## config.mk

```make
export PLATFORM = sky130hd
export DESIGN_NAME = store_push_s_flat
export DESIGN_NICKNAME = d
export VERILOG_FILES = /design/src/rtl/store_pkg.sv /design/src/rtl/store_push_s_if.sv /design/src/rtl/store_fifo_s.sv /design/src/rtl/store_push_s.sv /design/src/flat_wrapper.sv
export SDC_FILE = /design/constraint.sdc
export NUM_CORES = 1
export LEC_CHECK = 0
export CORE_MARGIN = 1.5
export CORE_UTILIZATION = 35
export DETAILED_ROUTE_END_ITERATION = 7
export PLACE_DENSITY = 0.53
export SLEW_MARGIN = 20
export SYNTH_ARGS = -nofsm -noshare
export SYNTH_HDL_FRONTEND = slang
export SYNTH_HIERARCHICAL = 1
export SYNTH_SLANG_ARGS = --single-unit
```

## constraint.sdc

```tcl
create_clock -name clk -period 8.3 [get_ports clk]
set_input_delay 1.245 -clock clk [delete_from_list [all_inputs] [get_ports clk]]
set_output_delay 1.245 -clock clk [all_outputs]
set_load 0.01 [all_outputs]
```

## src/rtl/store_pkg.sv

```systemverilog
// Shared definitions for the S2MM store path: FSM encoding, DataMover command
// and status field positions, and error-flag indices.
package store_pkg;

    typedef enum logic [1:0] {
        IDLE = 2'd0,
        CMD  = 2'd1,
        DATA = 2'd2,
        STS  = 2'd3
    } state_t;

    localparam int CMD_W         = 72;
    localparam int CMD_BTT_LSB   = 0;
    localparam int CMD_BTT_W     = 23;
    localparam int CMD_TYPE_BIT  = 23;
    localparam int CMD_DSA_LSB   = 24;
    localparam int CMD_DSA_W     = 6;
    localparam int CMD_EOF_BIT   = 30;
    localparam int CMD_DRR_BIT   = 31;
    localparam int CMD_ADDR_LSB  = 32;
    localparam int CMD_TAG_LSB   = 64;

    localparam int STS_ERR_LSB   = 4;
    localparam int STS_ERR_MSB   = 6;
    localparam int STS_OKAY_BIT  = 7;

    localparam int ERR_DM        = 0;
    localparam int ERR_TRIG      = 1;
    localparam int ERR_OVF       = 2;

    // INCR burst, end-of-frame and re-realign set; DSA and tag stay zero.
    function automatic logic [CMD_W-1:0] build_cmd(input logic [31:0] addr, input logic [11:0] btt);
        logic [CMD_W-1:0] c;
        c = '0;
        c[CMD_BTT_LSB +: CMD_BTT_W] = {11'd0, btt};
        c[CMD_TYPE_BIT]             = 1'b1;
        c[CMD_DSA_LSB +: CMD_DSA_W] = '0;
        c[CMD_EOF_BIT]              = 1'b1;
        c[CMD_DRR_BIT]              = 1'b1;
        c[CMD_ADDR_LSB +: 32]       = addr;
        c[CMD_TAG_LSB +: 8]         = 8'd0;
        return c;
    endfunction

endpackage

```

## src/rtl/store_push_s_if.sv

```systemverilog
// DataMover S2MM bundle: command channel, write data stream and status channel.
// The master side is the store engine, the slave side is the DataMover.
interface store_push_s_if
    import store_pkg::*;
#(
    parameter int HP_WD_BYTE = 4
);
    logic                    s_axis_s2mm_cmd_tvalid;
    logic                    s_axis_s2mm_cmd_tready;
    logic [CMD_W-1:0]        s_axis_s2mm_cmd_tdata;

    logic [HP_WD_BYTE*8-1:0] s_axis_s2mm_tdata;
    logic [HP_WD_BYTE-1:0]   s_axis_s2mm_tkeep;
    logic                    s_axis_s2mm_tlast;
    logic                    s_axis_s2mm_tvalid;
    logic                    s_axis_s2mm_tready;

    logic                    m_axis_s2mm_sts_tvalid;
    logic                    m_axis_s2mm_sts_tready;
    logic [7:0]              m_axis_s2mm_sts_tdata;
    logic                    m_axis_s2mm_sts_tkeep;
    logic                    m_axis_s2mm_sts_tlast;

    modport master (
        output s_axis_s2mm_cmd_tvalid, s_axis_s2mm_cmd_tdata,
        output s_axis_s2mm_tdata, s_axis_s2mm_tkeep, s_axis_s2mm_tlast, s_axis_s2mm_tvalid,
        output m_axis_s2mm_sts_tready,
        input  s_axis_s2mm_cmd_tready, s_axis_s2mm_tready,
        input  m_axis_s2mm_sts_tvalid, m_axis_s2mm_sts_tdata, m_axis_s2mm_sts_tkeep, m_axis_s2mm_sts_tlast
    );

    modport slave (
        input  s_axis_s2mm_cmd_tvalid, s_axis_s2mm_cmd_tdata,
        input  s_axis_s2mm_tdata, s_axis_s2mm_tkeep, s_axis_s2mm_tlast, s_axis_s2mm_tvalid,
        input  m_axis_s2mm_sts_tready,
        output s_axis_s2mm_cmd_tready, s_axis_s2mm_tready,
        output m_axis_s2mm_sts_tvalid, m_axis_s2mm_sts_tdata, m_axis_s2mm_sts_tkeep, m_axis_s2mm_sts_tlast
    );

endinterface

```

## src/rtl/store_fifo_s.sv

```systemverilog
// Synchronous first-word-fall-through FIFO; the head entry is always visible on rd_data.
module store_fifo_s #(
    parameter int WIDTH = 32,
    parameter int DEPTH = 16
) (
    input  logic                     clk,
    input  logic                     rst,
    input  logic                     wr_en,
    input  logic [WIDTH-1:0]         wr_data,
    input  logic                     rd_en,
    output logic [WIDTH-1:0]         rd_data,
    output logic                     full,
    output logic                     empty,
    output logic [$clog2(DEPTH):0]   count
);
    localparam int AW = $clog2(DEPTH);

    logic [WIDTH-1:0] mem [DEPTH];
    logic [AW-1:0]    wr_ptr;
    logic [AW-1:0]    rd_ptr;
    logic [AW:0]      cnt;
    logic             do_rd;
    logic             do_wr;

    // A write into a full FIFO is accepted only when a read frees the slot in the same cycle.
    assign do_rd   = rd_en && !empty;
    assign do_wr   = wr_en && (!full || do_rd);
    assign full    = (cnt == (AW+1)'(DEPTH));
    assign empty   = (cnt == '0);
    assign count   = cnt;
    assign rd_data = mem[rd_ptr];

    always_ff @(posedge clk) begin
        if (do_wr) begin
            mem[wr_ptr] <= wr_data;
        end
    end

    always_ff @(posedge clk) begin
        if (rst) begin
            wr_ptr <= '0;
            rd_ptr <= '0;
            cnt    <= '0;
        end else begin
            if (do_wr) wr_ptr <= wr_ptr + AW'(1);
            if (do_rd) rd_ptr <= rd_ptr + AW'(1);
            cnt <= cnt + (AW+1)'(do_wr) - (AW+1)'(do_rd);
        end
    end

endmodule

```

## src/rtl/store_push_s.sv

```systemverilog
// Line store engine: buffers producer beats and writes each line to DDR through a
// Xilinx DataMover S2MM (command, data stream, status), with one queued trigger.
module store_push_s
    import store_pkg::*;
#(
    parameter int HP_WD_BYTE = 4,
    parameter int FIFO_DEPTH = 16
) (
    input  logic                    clk,
    input  logic                    rst,
    store_push_s_if.master          axis,
    input  logic [29:0]             ddr_addr_i,
    input  logic [11:0]             line_size_i,
    input  logic                    start_i,
    input  logic                    triger_i,
    input  logic [9:0]              bank_id_i,
    input  logic [31:0]             addr_image_base_i,
    input  logic [31:0]             addr_result_base_i,
    input  logic [HP_WD_BYTE*8-1:0] store_data_i,
    input  logic                    store_data_en_i,
    output logic                    store_ready_o,
    output logic                    line_done_o,
    output logic                    busy_o,
    output logic [2:0]              err_o
);
    localparam int DW = HP_WD_BYTE * 8;

    state_t           state;
    logic             pending;
    logic [31:0]      line_addr;
    logic [11:0]      line_size_r;
    logic [12:0]      beat_cnt;
    logic             cmd_valid;
    logic [CMD_W-1:0] cmd_data;
    logic             line_done;
    logic [2:0]       err;

    logic [31:0]           base;
    logic [31:0]           addr_next;
    logic [31:0]           launch_addr;
    logic                  req;
    logic [12:0]           beats_total;
    logic [12:0]           rem;
    logic                  last_beat;
    logic [HP_WD_BYTE-1:0] keep_last;
    logic                  tvalid_int;
    logic                  pop;
    logic                  push;
    logic                  sts_bad;
    logic [DW-1:0]         fifo_dout;
    logic                  fifo_full;
    logic                  fifo_empty;
    logic [$clog2(FIFO_DEPTH):0] fifo_count;
    logic                  unused_sig;

    assign base        = (bank_id_i[9:8] == 2'b00) ? addr_image_base_i : addr_result_base_i;
    assign req         = start_i || triger_i;
    assign addr_next   = start_i ? ({2'b00, ddr_addr_i} + base) : (line_addr + {20'd0, line_size_i});
    // A queued line already holds its address; a new request only computes the following one.
    assign launch_addr = pending ? line_addr : addr_next;

    assign beats_total = (13'(line_size_r) + 13'(HP_WD_BYTE - 1)) / 13'(HP_WD_BYTE);
    assign rem         = 13'(line_size_r) % 13'(HP_WD_BYTE);
    assign last_beat   = (beat_cnt == beats_total - 13'd1);

    always_comb begin
        keep_last = '0;
        for (int i = 0; i < HP_WD_BYTE; i++) begin
            keep_last[i] = (rem == 13'd0) || (13'(i) < rem);
        end
    end

    assign tvalid_int = (state == DATA) && !fifo_empty;
    assign pop        = tvalid_int && axis.s_axis_s2mm_tready;
    assign push       = store_data_en_i && !fifo_full;
    assign sts_bad    = (axis.m_axis_s2mm_sts_tdata[STS_ERR_MSB:STS_ERR_LSB] != 3'd0)
                     || !axis.m_axis_s2mm_sts_tdata[STS_OKAY_BIT];

    store_fifo_s #(.WIDTH(DW), .DEPTH(FIFO_DEPTH)) u_fifo (
        .clk     (clk),
        .rst     (rst),
        .wr_en   (push),
        .wr_data (store_data_i),
        .rd_en   (pop),
        .rd_data (fifo_dout),
        .full    (fifo_full),
        .empty   (fifo_empty),
        .count   (fifo_count)
    );

    // Stream outputs are forced to zero when idle so stale FIFO memory never leaks out.
    assign axis.s_axis_s2mm_tvalid     = tvalid_int;
    assign axis.s_axis_s2mm_tdata      = tvalid_int ? fifo_dout : '0;
    assign axis.s_axis_s2mm_tkeep      = tvalid_int ? (last_beat ? keep_last : '1) : '0;
    assign axis.s_axis_s2mm_tlast      = tvalid_int && last_beat;
    assign axis.s_axis_s2mm_cmd_tvalid = cmd_valid;
    assign axis.s_axis_s2mm_cmd_tdata  = cmd_data;
    assign axis.m_axis_s2mm_sts_tready = 1'b1;

    assign store_ready_o = !fifo_full;
    assign line_done_o   = line_done;
    assign busy_o        = (state != IDLE) || pending;
    assign err_o         = err;

    assign unused_sig = ^{bank_id_i[7:0], axis.m_axis_s2mm_sts_tdata[3:0],
                          axis.m_axis_s2mm_sts_tkeep, axis.m_axis_s2mm_sts_tlast, fifo_count};

    always_ff @(posedge clk) begin
        if (rst) begin
            state       <= IDLE;
            pending     <= 1'b0;
            line_addr   <= '0;
            line_size_r <= '0;
            beat_cnt    <= '0;
            cmd_valid   <= 1'b0;
            cmd_data    <= '0;
            line_done   <= 1'b0;
            err         <= '0;
        end else begin
            line_done <= 1'b0;
            if (store_data_en_i && fifo_full) err[ERR_OVF] <= 1'b1;
            case (state)
                IDLE: begin
                    if (pending || req) begin
                        if (req) line_addr <= addr_next;
                        pending <= pending && req;
                        if (line_size_i == 12'd0) begin
                            line_done <= 1'b1;
                        end else begin
                            state       <= CMD;
                            cmd_valid   <= 1'b1;
                            cmd_data    <= build_cmd(launch_addr, line_size_i);
                            line_size_r <= line_size_i;
                        end
                    end
                end
                CMD: begin
                    if (axis.s_axis_s2mm_cmd_tready) begin
                        cmd_valid <= 1'b0;
                        beat_cnt  <= '0;
                        state     <= DATA;
                    end
                end
                DATA: begin
                    if (pop) begin
                        if (last_beat) state <= STS;
                        else           beat_cnt <= beat_cnt + 13'd1;
                    end
                end
                STS: begin
                    if (axis.m_axis_s2mm_sts_tvalid) begin
                        line_done <= 1'b1;
                        state     <= IDLE;
                        if (sts_bad) err[ERR_DM] <= 1'b1;
                    end
                end
                default: state <= IDLE;
            endcase
            // Requests during a line queue one follow-up; anything beyond that is lost.
            if (state != IDLE && req) begin
                if (pending) begin
                    err[ERR_TRIG] <= 1'b1;
                end else begin
                    pending   <= 1'b1;
                    line_addr <= addr_next;
                end
            end
        end
    end

endmodule
```

## src/flat_wrapper.sv

```systemverilog
// flat-port wrapper written by rule: the top's interface ports become plain ports
module store_push_s_flat import store_pkg::*;
#(
    parameter int HP_WD_BYTE = 4,
    parameter int FIFO_DEPTH = 16
)
  (clk, rst, ddr_addr_i, line_size_i, start_i, triger_i, bank_id_i, addr_image_base_i, addr_result_base_i, store_data_i, store_data_en_i, store_ready_o, line_done_o, busy_o, err_o, axis_s_axis_s2mm_cmd_tvalid, axis_s_axis_s2mm_cmd_tdata, axis_s_axis_s2mm_tdata, axis_s_axis_s2mm_tkeep, axis_s_axis_s2mm_tlast, axis_s_axis_s2mm_tvalid, axis_m_axis_s2mm_sts_tready, axis_s_axis_s2mm_cmd_tready, axis_s_axis_s2mm_tready, axis_m_axis_s2mm_sts_tvalid, axis_m_axis_s2mm_sts_tdata, axis_m_axis_s2mm_sts_tkeep, axis_m_axis_s2mm_sts_tlast);
  store_push_s_if #(.HP_WD_BYTE(HP_WD_BYTE)) axis_i ();
  input  logic clk;
  input  logic rst;
  input  logic [29:0] ddr_addr_i;
  input  logic [11:0] line_size_i;
  input  logic start_i;
  input  logic triger_i;
  input  logic [9:0] bank_id_i;
  input  logic [31:0] addr_image_base_i;
  input  logic [31:0] addr_result_base_i;
  input  logic [HP_WD_BYTE*8-1:0] store_data_i;
  input  logic store_data_en_i;
  output logic store_ready_o;
  output logic line_done_o;
  output logic busy_o;
  output logic [2:0] err_o;
  output wire logic [$bits(axis_i.s_axis_s2mm_cmd_tvalid)-1:0] axis_s_axis_s2mm_cmd_tvalid;
  output wire logic [$bits(axis_i.s_axis_s2mm_cmd_tdata)-1:0] axis_s_axis_s2mm_cmd_tdata;
  output wire logic [$bits(axis_i.s_axis_s2mm_tdata)-1:0] axis_s_axis_s2mm_tdata;
  output wire logic [$bits(axis_i.s_axis_s2mm_tkeep)-1:0] axis_s_axis_s2mm_tkeep;
  output wire logic [$bits(axis_i.s_axis_s2mm_tlast)-1:0] axis_s_axis_s2mm_tlast;
  output wire logic [$bits(axis_i.s_axis_s2mm_tvalid)-1:0] axis_s_axis_s2mm_tvalid;
  output wire logic [$bits(axis_i.m_axis_s2mm_sts_tready)-1:0] axis_m_axis_s2mm_sts_tready;
  input wire logic [$bits(axis_i.s_axis_s2mm_cmd_tready)-1:0] axis_s_axis_s2mm_cmd_tready;
  input wire logic [$bits(axis_i.s_axis_s2mm_tready)-1:0] axis_s_axis_s2mm_tready;
  input wire logic [$bits(axis_i.m_axis_s2mm_sts_tvalid)-1:0] axis_m_axis_s2mm_sts_tvalid;
  input wire logic [$bits(axis_i.m_axis_s2mm_sts_tdata)-1:0] axis_m_axis_s2mm_sts_tdata;
  input wire logic [$bits(axis_i.m_axis_s2mm_sts_tkeep)-1:0] axis_m_axis_s2mm_sts_tkeep;
  input wire logic [$bits(axis_i.m_axis_s2mm_sts_tlast)-1:0] axis_m_axis_s2mm_sts_tlast;
  assign axis_s_axis_s2mm_cmd_tvalid = axis_i.s_axis_s2mm_cmd_tvalid;
  assign axis_s_axis_s2mm_cmd_tdata = axis_i.s_axis_s2mm_cmd_tdata;
  assign axis_s_axis_s2mm_tdata = axis_i.s_axis_s2mm_tdata;
  assign axis_s_axis_s2mm_tkeep = axis_i.s_axis_s2mm_tkeep;
  assign axis_s_axis_s2mm_tlast = axis_i.s_axis_s2mm_tlast;
  assign axis_s_axis_s2mm_tvalid = axis_i.s_axis_s2mm_tvalid;
  assign axis_m_axis_s2mm_sts_tready = axis_i.m_axis_s2mm_sts_tready;
  assign axis_i.s_axis_s2mm_cmd_tready = axis_s_axis_s2mm_cmd_tready;
  assign axis_i.s_axis_s2mm_tready = axis_s_axis_s2mm_tready;
  assign axis_i.m_axis_s2mm_sts_tvalid = axis_m_axis_s2mm_sts_tvalid;
  assign axis_i.m_axis_s2mm_sts_tdata = axis_m_axis_s2mm_sts_tdata;
  assign axis_i.m_axis_s2mm_sts_tkeep = axis_m_axis_s2mm_sts_tkeep;
  assign axis_i.m_axis_s2mm_sts_tlast = axis_m_axis_s2mm_sts_tlast;
  store_push_s #(.HP_WD_BYTE(HP_WD_BYTE), .FIFO_DEPTH(FIFO_DEPTH)) u_core (.clk(clk), .rst(rst), .axis(axis_i), .ddr_addr_i(ddr_addr_i), .line_size_i(line_size_i), .start_i(start_i), .triger_i(triger_i), .bank_id_i(bank_id_i), .addr_image_base_i(addr_image_base_i), .addr_result_base_i(addr_result_base_i), .store_data_i(store_data_i), .store_data_en_i(store_data_en_i), .store_ready_o(store_ready_o), .line_done_o(line_done_o), .busy_o(busy_o), .err_o(err_o));
endmodule
```

==> results.sh, run 1 <==
export IMPL_leakagePower_uw=0.0114
export IMPL_slew_viol_final=0
export IMPL_die_h_um=290
export IMPL_rr_endpoint="u_core/u_fifo/count[4]"
export IMPL_period_share_pct=67.5
export IMPL_final_cell_mix="512 x edfxtp_1, 241 x clkdlybuf4s50_1, 168 x nand2_1"
export IMPL_path_class="reg -> out"
export IMPL_final_common_cell="edfxtp_1"
export IMPL_antenna_found_initial=6
export IMPL_dp_hpwl_mm=45.1
export IMPL_grt_overflow=0
export IMPL_grt_pass1_wl_mm=113
export IMPL_yosysUniqueCellTypes=86
export IMPL_antenna_left=0
export IMPL_synth_edff_count=512
export IMPL_io_pins=284
export IMPL_clkTransAtPathRegs_ns=0.05
export IMPL_root_buffer="clkbuf_16"
export IMPL_end_kind="output pin"
export IMPL_outcome="finished clean"
export IMPL_hp_class="reg -> reg"
export IMPL_synth_area_top_cells="edfxtp_1 53%, mux4_2 10%, dfxtp_1 8.0%"
export IMPL_timing_rr_start="u_core/u_fifo/count[3]"
export IMPL_avgRoutedWirePerCell_um=21.6
export IMPL_final_nets=2527
export IMPL_grtUsageTotal_pct=17.4
export IMPL_worst_slew_pin_transition_ns=1.13
export IMPL_die_w_um=290
export IMPL_busiest_layer="met2"
export IMPL_hold_end="u_core/axis.s_axis_s2mm_cmd_tdata[36]"
export IMPL_num_antenna_cells=0
export IMPL_ys_warn_count=6
export IMPL_startpoint_type="register"
export IMPL_syn_inst=2073
export IMPL_fin_util_pct=42.1
export IMPL_cp_max_fo=12
export IMPL_cts_sinks=627
export IMPL_design_area_um2=34500
export IMPL_cap_violations=0
export IMPL_finClkSkew_ns=0.0236
export IMPL_viasPerCell=5.38
export IMPL_syn_to_final_growth_pct=19.5
export IMPL_ys_seq_area_share_pct=61.2
export IMPL_core_um2=81800
export IMPL_holdBufCountCts=0
export IMPL_max_freq_mhz=178
export IMPL_dieArea_um2=84200
export IMPL_synth_seq_cells=627
export IMPL_cts_tree="built"
export IMPL_grt_max_degree=101
export IMPL_drt_iter0_drc=1376
export IMPL_num_rows=105
export IMPL_insertion_delay_ns=0.60
export IMPL_grtUsageMet2_pct=29.3
export IMPL_postCtsSetupBuffers=0
export IMPL_setup_viol=0
export IMPL_num_fill_cells=7428
export IMPL_max_slew_margin_rel_pct=24.8
export IMPL_drt_total_wl_mm=73.9
export IMPL_period_minus_slack_ns=5.60
export IMPL_regToRegSetupSlack_ns=3.91
export IMPL_min_from="u_core/axis.s_axis_s2mm_cmd_tdata[36]"
export IMPL_post_route_drc_count=0
export IMPL_cts_buffers=68
export IMPL_worst_endpoint_required_ns=7.05
export IMPL_use_met3_pct=2.92
export IMPL_ff2ff_path_depth=17
export IMPL_cts_buffer_depth=3
export IMPL_vias=18365
export IMPL_synth_ff_type="edfxtp_1"
export IMPL_cts_htree_levels=3
export IMPL_synth_area_um2=28900
export IMPL_grt_pass1_vias=18524
export IMPL_fin_setup_tns_ns=0
export IMPL_io_buffers=243
export IMPL_async_flop_share_pct=0
export IMPL_initial_core_util_pct=35.3
export IMPL_rsz0062_at_grt="no"
export IMPL_gp_congestion=0.818
export IMPL_drive_above_1_share_pct=14.8
export IMPL_powerDensity_nw_per_um2=256
export IMPL_dpl_cell_area_um2=32300
export IMPL_max_vdd_ir_drop_v=0.000178
export IMPL_netlist_top_cell_by_area="edfxtp_1"
export IMPL_first_pass_iters=7
export IMPL_synth_avg_cell_area_um2=13.9
export IMPL_min_path_cells=2
export IMPL_critical_path_arrival_ns=4.36
export IMPL_post_cts_resized=0
export IMPL_use_met1_pct=23.6
export IMPL_finalHoldViolCount=0
export IMPL_synth_top_area_share_pct=53.3
-- cells by family after synthesis --
group,after synthesis,synth area share [%]
flops,627,61.2
fa+ha+maj,65,2.90
other cells,2,0.0260
simple gates,530,9.00
mux,177,11.8
buf+inv,190,3.16
xor+xnor,71,2.15
compound gates,411,9.68
-- report_power, final --
part | total (uW) | internal [uW] | switching (uW) | leakage (uW)
sequential | 3820 | 3650 | 173 | 0.00557
combinational | 2060 | 901 | 1160 | 0.00482
clock | 2940 | 1700 | 1230 | 0.00105
total | 8820 | 6250 | 2570 | 0.0114
-- routing by layer --
| layer | vias up | share of wire [%] |
|---|---|---|
| met5 | - | 0.061 |
| li1 | 8438 | - |
| met3 | 101 | 4.9 |
| met2 | 452 | 49 |
| met4 | 8 | 1.8 |
| met1 | 9366 | 44 |
-- state kept, by name, indices dropped and copies added (netlist names), named ones only --
signal,cells
u_core/line_size_r,11
u_core/line_done_o,1
u_core/line_addr,32
u_core/axis.s_axis_s2mm_cmd_tvalid,1
u_core/axis.s_axis_s2mm_cmd_tdata,34
u_core/pending,1
u_core/beat_cnt,13
u_core/u_fifo/rd_ptr,4
u_core/state,2
u_core/u_fifo/wr_ptr,4
u_core/err_o,3
u_core/u_fifo/count,5
u_core/u_fifo/mem,512
-- area by class of cell --
type                    instances  area [um2]  share of cell area (%)
clock buffers                  86        1800                    5.22
clock inverters                34         353                    1.02
inverters                      44         165                   0.479
multi-input cells            1280       10500                    30.4
flip-flops and latches        627       17700                    51.3
well taps                    1070        1340                    3.88
repair buffers                275        2680                    7.76
-- critical path, stage by stage, from the launching register on --
cell and delay, ns:
dfxtp_1 0.57, inv_1 0.12, ha_1 0.29, and4b_1 0.45, nand4_1 0.15, xnor2_1 0.38
a21oi_1 0.07, or3b_1 0.37, a31oi_1 0.22, nand3b_2 0.30, inv_1 0.09, a21oi_1 0.17
clkdlybuf4s50_1 0.57
-- worst max path at each step --
stage / from / to / slack [ns] / cells past startpoint
final: u_core/line_size_r[0] / axis_s_axis_s2mm_tkeep[2] / 2.70 / 12
after CTS: u_core/line_size_r[1] / axis_s_axis_s2mm_tkeep[2] / 2.67 / 12
after global placement: bank_id_i[9] / u_core/axis.s_axis_s2mm_cmd_tdata[61] / 2.84 / 14
after detailed placement: bank_id_i[9] / u_core/axis.s_axis_s2mm_cmd_tdata[61] / 2.74 / 14
after global routing: u_core/line_size_r[0] / axis_s_axis_s2mm_tkeep[1] / 2.41 / 12
after floorplan: bank_id_i[9] / u_core/line_addr[31] / 3.68 / 14
-- stage by stage --
stage	std cells	hold slack [ns]	setup WS, ns	power (uW)
after floorplan	2097	0.452	3.68	5180
after global placement	3296	0.441	2.84	5910
after detailed placement	3296	0.447	2.74	5960
after CTS	3416	0.453	2.67	8920
after global routing	3416	0.482	2.41	9250
final	3416	0.449	2.70	8820
-- cells in the mapped netlist, types with 7 or more instances --
cell type,n
nor4_1,9
a22oi_1,71
or3_1,12
nand4_1,12
o211ai_1,18
o21a_1,10
mux4_2,128
mux2i_1,17
ha_1,62
edfxtp_1,512
dfxtp_1,115
nand2_1,168
xnor2_1,41
nor2_1,121
buf_1,18
nand3_1,42
xor2_1,30
a21o_1,22
buf_4,42
nor3_1,36
a31oi_1,19
mux2_2,32
and2_1,44
inv_1,42
a21oi_1,103
or2_2,7
nor2b_1,10
o21ai_0,58
nand2b_1,16
clkbuf_1,72
buf_2,10
a211oi_1,30
and3_1,19
(Power assumes the default switching activity.)
==> run 2, diff against run 1 <==
- clock period: 8.3 -> 5.8 ns (I/O delays scaled with it)
==> run 2 against run 1 <==
Cell count grew 0.18%. Largest power group unchanged. Global-route usage grew 0.23 points. Combinational power grew 44%.
==> results.sh, run 2 (synthesized netlist as in run 1, its figures left out) <==
export IMPL_outcome="finished clean"
export IMPL_die_w_um=290
export IMPL_setup_viol=0
export IMPL_end_kind="output pin"
export IMPL_finalHoldViolCount=0
export IMPL_die_h_um=290
export IMPL_final_cell_mix="512 x edfxtp_1, 241 x clkdlybuf4s50_1, 168 x nand2_1"
export IMPL_rr_endpoint="u_core/u_fifo/count[4]"
export IMPL_initial_core_util_pct=35.3
export IMPL_max_slew_margin_rel_pct=25.4
export IMPL_first_pass_iters=6
export IMPL_fin_cells=3422
export IMPL_clkTransAtPathRegs_ns=0.05
export IMPL_syn_to_final_growth_pct=19.7
export IMPL_vias=18422
export IMPL_crit_path_end="axis_s_axis_s2mm_tkeep[2]"
export IMPL_max_freq_mhz=191
export IMPL_path_class="reg -> out"
export IMPL_num_rows=105
export IMPL_powerDensity_nw_per_um2=363
export IMPL_drt_total_wl_mm=75.0
export IMPL_rsz0062_at_grt="no"
export IMPL_timing_rr_start="u_core/u_fifo/count[3]"
export IMPL_ff2ff_path_depth=18
export IMPL_startpoint="u_core/line_size_r[1]"
export IMPL_drt_iter0_drc=1270
export IMPL_post_cts_resized=0
export IMPL_max_vdd_ir_drop_v=0.000228
export IMPL_antenna_left=0
export IMPL_slew_viol_final=0
export IMPL_insertion_delay_ns=0.61
export IMPL_hp_class="reg -> reg"
export IMPL_postCtsSetupBuffers=0
export IMPL_register_area_um2=17700
export IMPL_grt_overflow=0
export IMPL_root_buffer="clkbuf_16"
export IMPL_num_fill_cells=7453
export IMPL_viasPerCell=5.38
export IMPL_cap_violations=0
export IMPL_top_register="u_core/u_fifo/mem"
export IMPL_grt_max_degree=68
export IMPL_startpoint_type="register"
export IMPL_gp_congestion=0.848
export IMPL_worst_endpoint_required_ns=4.93
export IMPL_dieArea_um2=84200
export IMPL_period_share_pct=90.2
export IMPL_largest_reg_flops=512
export IMPL_core_um2=81800
export IMPL_dp_hpwl_mm=46.6
export IMPL_worst_slew_pin_transition_ns=1.12
export IMPL_finClkSkew_ns=0.0216
export IMPL_drive_above_1_share_pct=14.9
export IMPL_critical_path_arrival_ns=4.36
export IMPL_grt_pass1_vias=18633
export IMPL_io_buffers=243
export IMPL_cts_sinks=627
export IMPL_cts_buffers=69
export IMPL_cts_tree="built"
export IMPL_post_route_drc_count=0
export IMPL_holdBufCountCts=0
export IMPL_cp_max_fo=11
export IMPL_period_minus_slack_ns=5.23
export IMPL_avgRoutedWirePerCell_um=21.9
export IMPL_cts_buffer_depth=3
export IMPL_fin_setup_tns_ns=0
export IMPL_grtUsageTotal_pct=17.7
export IMPL_antenna_found_initial=6
export IMPL_place_inst=3299
export IMPL_final_common_cell="edfxtp_1"
export IMPL_leakagePower_uw=0.0114
export IMPL_final_nets=2531
export IMPL_num_antenna_cells=0
export IMPL_multi_input_comb_area_um2=10500
export IMPL_regToRegSetupSlack_ns=0.87
export IMPL_grt_pass1_wl_mm=114
export IMPL_cts_htree_levels=3
export IMPL_io_pins=284
## run 2: routing by layer
layer  wire length (um)  vias up  global-route usage [%]
met1              32800     9355                    23.7
met5                 47        -                       0
met2              37000      487                    29.8
li1                   -     8462                       -
met3               3650      110                    2.56
met4               1560        8                    4.84
## run 2: cell type report
type / instances / share of cell area [%]
inverters: 44 / 0.478
multi-input cells: 1280 / 30.3
well taps: 1070 / 3.88
repair buffers: 278 / 8.00
clock buffers: 90 / 5.37
clock inverters: 33 / 0.742
flip-flops and latches: 627 / 51.2
## run 2: report_power, final
| group | internal, uW | switching, uW |
|---|---|---|
| logic | 1300 | 1670 |
| clock network | 2330 | 1780 |
| registers | 5220 | 249 |
## run 2: worst min path at each step
stage | depth (start not counted) | slack, ns | end | from
final | 2 | 0.45 | u_core/axis.s_axis_s2mm_cmd_tdata[42] | u_core/axis.s_axis_s2mm_cmd_tdata[42]
after CTS | 2 | 0.46 | u_core/axis.s_axis_s2mm_cmd_tdata[43] | u_core/axis.s_axis_s2mm_cmd_tdata[43]
after global routing | 2 | 0.48 | u_core/axis.s_axis_s2mm_cmd_tdata[40] | u_core/axis.s_axis_s2mm_cmd_tdata[40]
after global placement | 2 | 0.44 | u_core/axis.s_axis_s2mm_cmd_tdata[44] | u_core/axis.s_axis_s2mm_cmd_tdata[44]
after detailed placement | 2 | 0.45 | u_core/axis.s_axis_s2mm_cmd_tdata[42] | u_core/axis.s_axis_s2mm_cmd_tdata[42]
after floorplan | 2 | 0.45 | u_core/line_addr[7] | u_core/line_addr[7]
## run 2: critical path: stages, from the launching register on
cell             delay [ns]
dfxtp_1                0.56
inv_1                  0.15
ha_1                   0.28
xor2_1                 0.26
ha_1                   0.32
mux2_2                 0.36
a21oi_1                0.20
xnor2_1                0.15
o2111ai_1              0.19
a311oi_2               0.29
nand3b_2               0.28
inv_1                  0.15
a21oi_1                0.08
clkdlybuf4s50_1        0.49
## run 2: stage by stage
stage / setup slack (ns) / total power, uW / area (um2) / utilization [%] / hold slack, ns
6_report: 0.569 / 12500 / 34500 / 42.2 / 0.454
3_5_place_dp: 0.606 / 8540 / 32400 / 39.6 / 0.454
3_3_place_gp: 0.677 / 8480 / 32400 / 39.6 / 0.441
2_1_floorplan: 1.36 / 7410 / 29000 / - / 0.452
4_1_cts: 0.538 / 12700 / 34500 / 42.2 / 0.461
5_1_grt: 0.196 / 13200 / 34500 / 42.2 / 0.477
